$ cat config.mk
export PLATFORM = sky130hd
export DESIGN_NAME = time_keeper_flat
export DESIGN_NICKNAME = d
export VERILOG_FILES = /design/src/rtl/time_keeper_if.sv /design/src/rtl/time_keeper.sv /design/src/flat_wrapper.sv
export SDC_FILE = /design/constraint.sdc
export NUM_CORES = 1
export LEC_CHECK = 0
export ABC_CLOCK_PERIOD_IN_PS = 1900
export CAP_MARGIN = 10
export CORE_ASPECT_RATIO = 0.8
export CORE_MARGIN = 1.5
export CORE_UTILIZATION = 45
export CTS_CLUSTER_SIZE = 20
export DETAILED_ROUTE_END_ITERATION = 8
export GPL_ROUTABILITY_DRIVEN = 0
export PLACE_DENSITY = 0.7
export SETUP_SLACK_MARGIN = 0.4
export SYNTH_ARGS = -nofsm -noshare
export SYNTH_HDL_FRONTEND = slang
export SYNTH_SLANG_ARGS = --single-unit
$ cat constraint.sdc
create_clock -name clk -period 1.9 [get_ports clk]
set_input_delay 0.19 -clock clk [delete_from_list [all_inputs] [get_ports clk]]
set_output_delay 0.19 -clock clk [all_outputs]
set_load 0.02 [all_outputs]
$ cat src/rtl/time_keeper_if.sv
// time_keeper_if: run/load controls and the time/strobe outputs of the
// time-of-day counter. The master side drives run and loads; the slave side
// is the counter itself.
// Optional build macro: H12_DISPLAY_EN adds the pm flag.
interface time_keeper_if;
  logic       run;
  logic       load_valid;
  logic [4:0] load_hour;
  logic [5:0] load_min;
  logic [4:0] hours;
  logic [5:0] minutes;
  logic [5:0] seconds;
  logic       sec_tick;
  logic       min_tick;
  logic       day_tick;
  logic       load_err;
`ifdef H12_DISPLAY_EN
  logic       pm;
`endif

  modport master (
    output run, load_valid, load_hour, load_min,
    input  hours, minutes, seconds, sec_tick, min_tick, day_tick, load_err
`ifdef H12_DISPLAY_EN
    , input pm
`endif
  );

  modport slave (
    input  run, load_valid, load_hour, load_min,
    output hours, minutes, seconds, sec_tick, min_tick, day_tick, load_err
`ifdef H12_DISPLAY_EN
    , output pm
`endif
  );
endinterface

$ cat src/rtl/time_keeper.sv
// time_keeper: divides clk down to a 1 Hz advance and keeps hh:mm:ss in
// binary, with single-cycle sec/min/day strobes for the alarm watchman and a
// range-checked time-set load. An accepted load beats a coincident advance.
// Optional build macro: H12_DISPLAY_EN presents hours as 1..12 plus a pm flag;
// internal counting and loads stay 24-hour.
module time_keeper #(
  parameter int CLK_HZ = 50000000,
  parameter int PRE_W  = 26
) (
  input  logic           clk,
  input  logic           rst_n,
  time_keeper_if.slave   tk
);

  localparam logic [PRE_W-1:0] PRE_TC = PRE_W'(CLK_HZ - 1);

  logic [PRE_W-1:0] pre_q, pre_d;
  logic [4:0]       hour_q, hour_d;
  logic [5:0]       min_q, min_d;
  logic [5:0]       sec_q, sec_d;
  logic             sec_tick_d, min_tick_d, day_tick_d, load_err_d;
  logic             terminal, load_ok;

  assign terminal = tk.run && (pre_q == PRE_TC);
  assign load_ok  = tk.load_valid && (tk.load_hour <= 5'd23) && (tk.load_min <= 6'd59);

`ifdef H12_DISPLAY_EN
  // Map the internal 24-hour value onto the 12-hour face (0 -> 12).
  function automatic logic [4:0] to_12h(input logic [4:0] h);
    if (h == 5'd0)       return 5'd12;
    else if (h > 5'd12)  return h - 5'd12;
    else                 return h;
  endfunction
`endif

  // Next-state: load takes priority, otherwise prescale and cascade the advance.
  always_comb begin
    // NOTE: every variable gets a default before any branch so no path leaves
    // one unassigned, which would otherwise infer a latch.
    pre_d      = pre_q;
    hour_d     = hour_q;
    min_d      = min_q;
    sec_d      = sec_q;
    sec_tick_d = 1'b0;
    min_tick_d = 1'b0;
    day_tick_d = 1'b0;
    load_err_d = 1'b0;

    if (load_ok) begin
      hour_d     = tk.load_hour;
      min_d      = tk.load_min;
      sec_d      = 6'd0;
      pre_d      = '0;
      min_tick_d = 1'b1;
    end else begin
      load_err_d = tk.load_valid;
      if (tk.run) begin
        pre_d = terminal ? '0 : pre_q + 1'b1;
      end
      if (terminal) begin
        sec_tick_d = 1'b1;
        if (sec_q == 6'd59) begin
          sec_d      = 6'd0;
          min_tick_d = 1'b1;
          if (min_q == 6'd59) begin
            min_d = 6'd0;
            if (hour_q == 5'd23) begin
              hour_d     = 5'd0;
              day_tick_d = 1'b1;
            end else begin
              hour_d = hour_q + 5'd1;
            end
          end else begin
            min_d = min_q + 6'd1;
          end
        end else begin
          sec_d = sec_q + 6'd1;
        end
      end
    end
  end

  // State and registered outputs.
  always_ff @(posedge clk or negedge rst_n) begin
    if (!rst_n) begin
      pre_q       <= '0;
      hour_q      <= 5'd0;
      min_q       <= 6'd0;
      sec_q       <= 6'd0;
      tk.minutes  <= 6'd0;
      tk.seconds  <= 6'd0;
      tk.sec_tick <= 1'b0;
      tk.min_tick <= 1'b0;
      tk.day_tick <= 1'b0;
      tk.load_err <= 1'b0;
`ifdef H12_DISPLAY_EN
      tk.hours    <= 5'd12;
      tk.pm       <= 1'b0;
`else
      tk.hours    <= 5'd0;
`endif
    end else begin
      // NOTE: non-blocking assignments so every register samples the values
      // from before this edge, independent of statement order.
      pre_q       <= pre_d;
      hour_q      <= hour_d;
      min_q       <= min_d;
      sec_q       <= sec_d;
      tk.minutes  <= min_d;
      tk.seconds  <= sec_d;
      tk.sec_tick <= sec_tick_d;
      tk.min_tick <= min_tick_d;
      tk.day_tick <= day_tick_d;
      tk.load_err <= load_err_d;
`ifdef H12_DISPLAY_EN
      tk.hours    <= to_12h(hour_d);
      tk.pm       <= (hour_d >= 5'd12);
`else
      tk.hours    <= hour_d;
`endif
    end
  end

endmodule

$ cat src/flat_wrapper.sv
// flat-port wrapper written by rule: the top's interface ports become plain ports
module time_keeper_flat 
#(
  parameter int CLK_HZ = 50000000,
  parameter int PRE_W  = 26
)
  (clk, rst_n, tk_run, tk_load_valid, tk_load_hour, tk_load_min, tk_hours, tk_minutes, tk_seconds, tk_sec_tick, tk_min_tick, tk_day_tick, tk_load_err);
  time_keeper_if tk_i ();
  input  logic clk;
  input  logic rst_n;
  input wire logic [$bits(tk_i.run)-1:0] tk_run;
  input wire logic [$bits(tk_i.load_valid)-1:0] tk_load_valid;
  input wire logic [$bits(tk_i.load_hour)-1:0] tk_load_hour;
  input wire logic [$bits(tk_i.load_min)-1:0] tk_load_min;
  output wire logic [$bits(tk_i.hours)-1:0] tk_hours;
  output wire logic [$bits(tk_i.minutes)-1:0] tk_minutes;
  output wire logic [$bits(tk_i.seconds)-1:0] tk_seconds;
  output wire logic [$bits(tk_i.sec_tick)-1:0] tk_sec_tick;
  output wire logic [$bits(tk_i.min_tick)-1:0] tk_min_tick;
  output wire logic [$bits(tk_i.day_tick)-1:0] tk_day_tick;
  output wire logic [$bits(tk_i.load_err)-1:0] tk_load_err;
  assign tk_i.run = tk_run;
  assign tk_i.load_valid = tk_load_valid;
  assign tk_i.load_hour = tk_load_hour;
  assign tk_i.load_min = tk_load_min;
  assign tk_hours = tk_i.hours;
  assign tk_minutes = tk_i.minutes;
  assign tk_seconds = tk_i.seconds;
  assign tk_sec_tick = tk_i.sec_tick;
  assign tk_min_tick = tk_i.min_tick;
  assign tk_day_tick = tk_i.day_tick;
  assign tk_load_err = tk_i.load_err;
  time_keeper #(.CLK_HZ(CLK_HZ), .PRE_W(PRE_W)) u_core (.clk(clk), .rst_n(rst_n), .tk(tk_i));
endmodule
==> summary.txt, run 1 <==
outcome = finished with violations
failing checks = negative setup slack
Top FF cell, synth = dfrtp_1
vias in the first global route = 2534
most frequent cells in the layout = buf_4 (55), dfrtp_1 (43), nor2_4 (21)
Flop pwr share = 46.0%
wire length of the first global-routing pass = 12300 um
final wirelength = 8040 um
# DRC = 0
period utilisation layout = 100%
Max Slew Vio Count = 0
ys async rst share = 100%
antenna viol nets, final = 0
Worst Slack Setup Final = -0.00499 ns
sequential share of the synthesized area = 44.8%
Warnings, synthesis = 0
Max Cap Viol = 0
Max Root-Sink Buffers = 2
Critical Path AT = 2.14 ns
final hold violation count = 0
Net count, final = 404
Root Buffer = clkbuf_8
unique cell type count in the Yosys netlist = 45
initial antenna violation count = 0
CTS tree = yes
cells after synthesis = 283
Die Width = 88.4 um
pin count of the biggest net entering global routing = 25
Clock power frac = 33.1%
Via-to-Cell Ratio = 5.75
Crit-path slowest cell = dfrtp_1
Die Y-Extent = 71.3 um
Area growth syn-to-layout = 64.2%
layout cells sized above 1 = 42.2%
boundary pin count = 36
Routed WL per cell = 17.3 um
total power = 2.38 mW
Internal = 1.70 mW
core area = 5530 um2
Yosys reg bits = 47
DR pass1 iterations = 4
H-tree depth = 2
ratio of total power to cell area = 552 nW/um2
commonest non-fill, non-tap cell in the layout = buf_4
Clock Latency Late Sink = 0.31 ns
Worst setup EP type = flop
Worst Setup Start Kind = flop
initial core utilization = 47.5%
Rows = 24
Hold/Removal Path Class = primary input to async pin
total die area = 6300 um2
switch share = 28.6%
CP max stage delay = 0.43 ns
crit-path cells = nor4b_4, buf_4, and4_4, nand2_4, buf_12, or3_1, a21oi_2
Post-DP HPWL = 4970 um
port bufs = 35
clk sinks = 47
syn nets = 302
maximum VDD drop = 0.504 mV
Place WS = -0.156 ns
TritonCTS Buffers = 5
LEAKAGE = 1.72 nW
total track usage = 25.3%
Worst EP required = 2.13 ns
max frequency = 525 MHz
DR iter-0 viols = 139
Comb power frac = 20.9%
reg2reg start = u_core.pre_q[11]$_DFFE_PN0P_
global route overflow = 0
cell area after layout = 4310 um2
minimum clock period = 1.90 ns
Core Util, Final = 78.0%
final setup vio count = 3
Worst Setup Path Type = flop to flop
Vias = 2668
CTS clock-pin slew for the worst setup and hold paths = 0.10 ns
Max transition margin = 60.1%
Worst Max-Slew Pin Slew = 0.598 ns
post-place instance area = 3570 um2
Post-Syn Area = 2630 um2
worst-path maximum fanout = 11
number of synthesized flops with an enable pin = 0
P_sw = 682 uW
worst setup path start = u_core.pre_q[11]$_DFFE_PN0P_
Clock Skew = 0.0134 ns
Syn Area/Cell = 9.28 um2
RSZ-0062 raised after global routing = true
number of diodes = 0
## registers in the layout, summed over array words and instances (netlist names)
signal,cells
u_core.pre_q,26
u_core.tk.minutes,6
u_core.tk.seconds,6
u_core.tk.hours,5
u_core.tk.day_tick,1
u_core.tk.load_err,1
u_core.tk.min_tick,1
u_core.tk.sec_tick,1
## layout make-up
type,instances,area (um2)
Inverter,3,11.3
Timing Repair Buffer,109,1020
Tap cell,78,97.6
Clock buffer,6,82.6
Sequential cell,47,1180
Multi-Input combinational cell,219,1890
Clock inverter,2,35.0
Fill cell,345,1220
## Yosys cell counts (5+ instances only)
cell type,n,area [um2]
xnor2_1,19,166
dfrtp_1,47,1180
clkbuf_1,13,48.8
nor2_1,33,124
a21oi_1,12,60.1
nand4_1,10,62.6
and2_1,9,56.3
and3_1,5,31.3
nand3_1,15,75.1
nand2_1,21,78.8
nor4_1,12,75.1
o21ai_0,6,30.0
or3_1,9,56.3
a31oi_1,9,56.3
## critical path: cells and delay by family (launching register included)
kind                   cells  cell delay [ns]
AND/OR/NAND/NOR            4             0.95
buffers and inverters      2             0.32
AO/OA/AOI/OAI              1             0.12
flip-flops                 1             0.43
## timing repair
action                                 4_1_cts  5_1_grt
pin swaps                                   24       15
hold buffers                                 1        0
buffers inserted                             9        6
setup endpoints to repair                   62       46
resized for setup                           87       31
endpoints found under the hold margin       23        0
gates cloned                                 0        3
## kinds of logic (layout without fill, tap and decap cells)
family	Yosys count	after routing	synth area share, %
simple gates	151	151	33.4
flops	47	47	44.8
compound gates	40	40	9.10
xor+xnor	22	22	7.34
buf+inv	17	120	2.72
fa+ha+maj	4	4	1.91
mux	2	2	0.763
## stage by stage
stage	hold slack (ns)	cells	setup TNS, ns
floorplan	-0.106	283	0
finish	0.416	464	-0.00739
global placement	0.221	437	-0.614
detailed placement	0.221	437	-1.23
global route	0.441	464	-0.445
CTS	0.431	455	-0.00582
## power by group through the flow
stage                     clock (mW)  sequential (mW)  combinational (mW)
after floorplan                    0             1.15               0.153
final                          0.788             1.09               0.497
after detailed placement           0             1.11               0.418
after global routing           0.828             1.10               0.531
after global placement             0             1.11               0.414
after CTS                      0.788             1.09               0.441
## layer usage
| layer | up-vias | part of all wire (%) | GRT usage [%] |
|---|---|---|---|
| met1 | 1345 | 46 | 35.6 |
| met2 | 73 | 48 | 40.1 |
| met5 | - | 0 | 0 |
| li1 | 1239 | - | - |
| met4 | 0 | 1.3 | 7.81 |
| met3 | 11 | 4.8 | 4.26 |
## path summary, 6_finish.rpt
kind	end	slack, ns	cells after the start
worst max-delay path	u_core.tk.seconds[0]$_DFFE_PN0P_	-0.005	7
worst min-delay path	u_core.pre_q[14]$_DFFE_PN0P_	0.42	2
worst max register to register	u_core.tk.seconds[0]$_DFFE_PN0P_	-0.005	7
worst min register to register	u_core.pre_q[23]$_DFFE_PN0P_	0.61	2
max in group asynchronous	u_core.tk.seconds[0]$_DFFE_PN0P_	0.93	3
min in group clk	u_core.tk.hours[2]$_DFFE_PN0P_	0.45	3
(Power assumes the default switching activity.)
==> run 2: changes to the inputs <==
--- a/config.mk
+++ b/config.mk
@@ -6,7 +6,6 @@
 export NUM_CORES = 1
 export LEC_CHECK = 0
 export ABC_CLOCK_PERIOD_IN_PS = 1900
-export CAP_MARGIN = 10
 export CORE_ASPECT_RATIO = 0.8
 export CORE_MARGIN = 1.5
 export CORE_UTILIZATION = 45
==> results of run 2 <==
The final DEF is identical to that of run 1; final timing and power are the same.
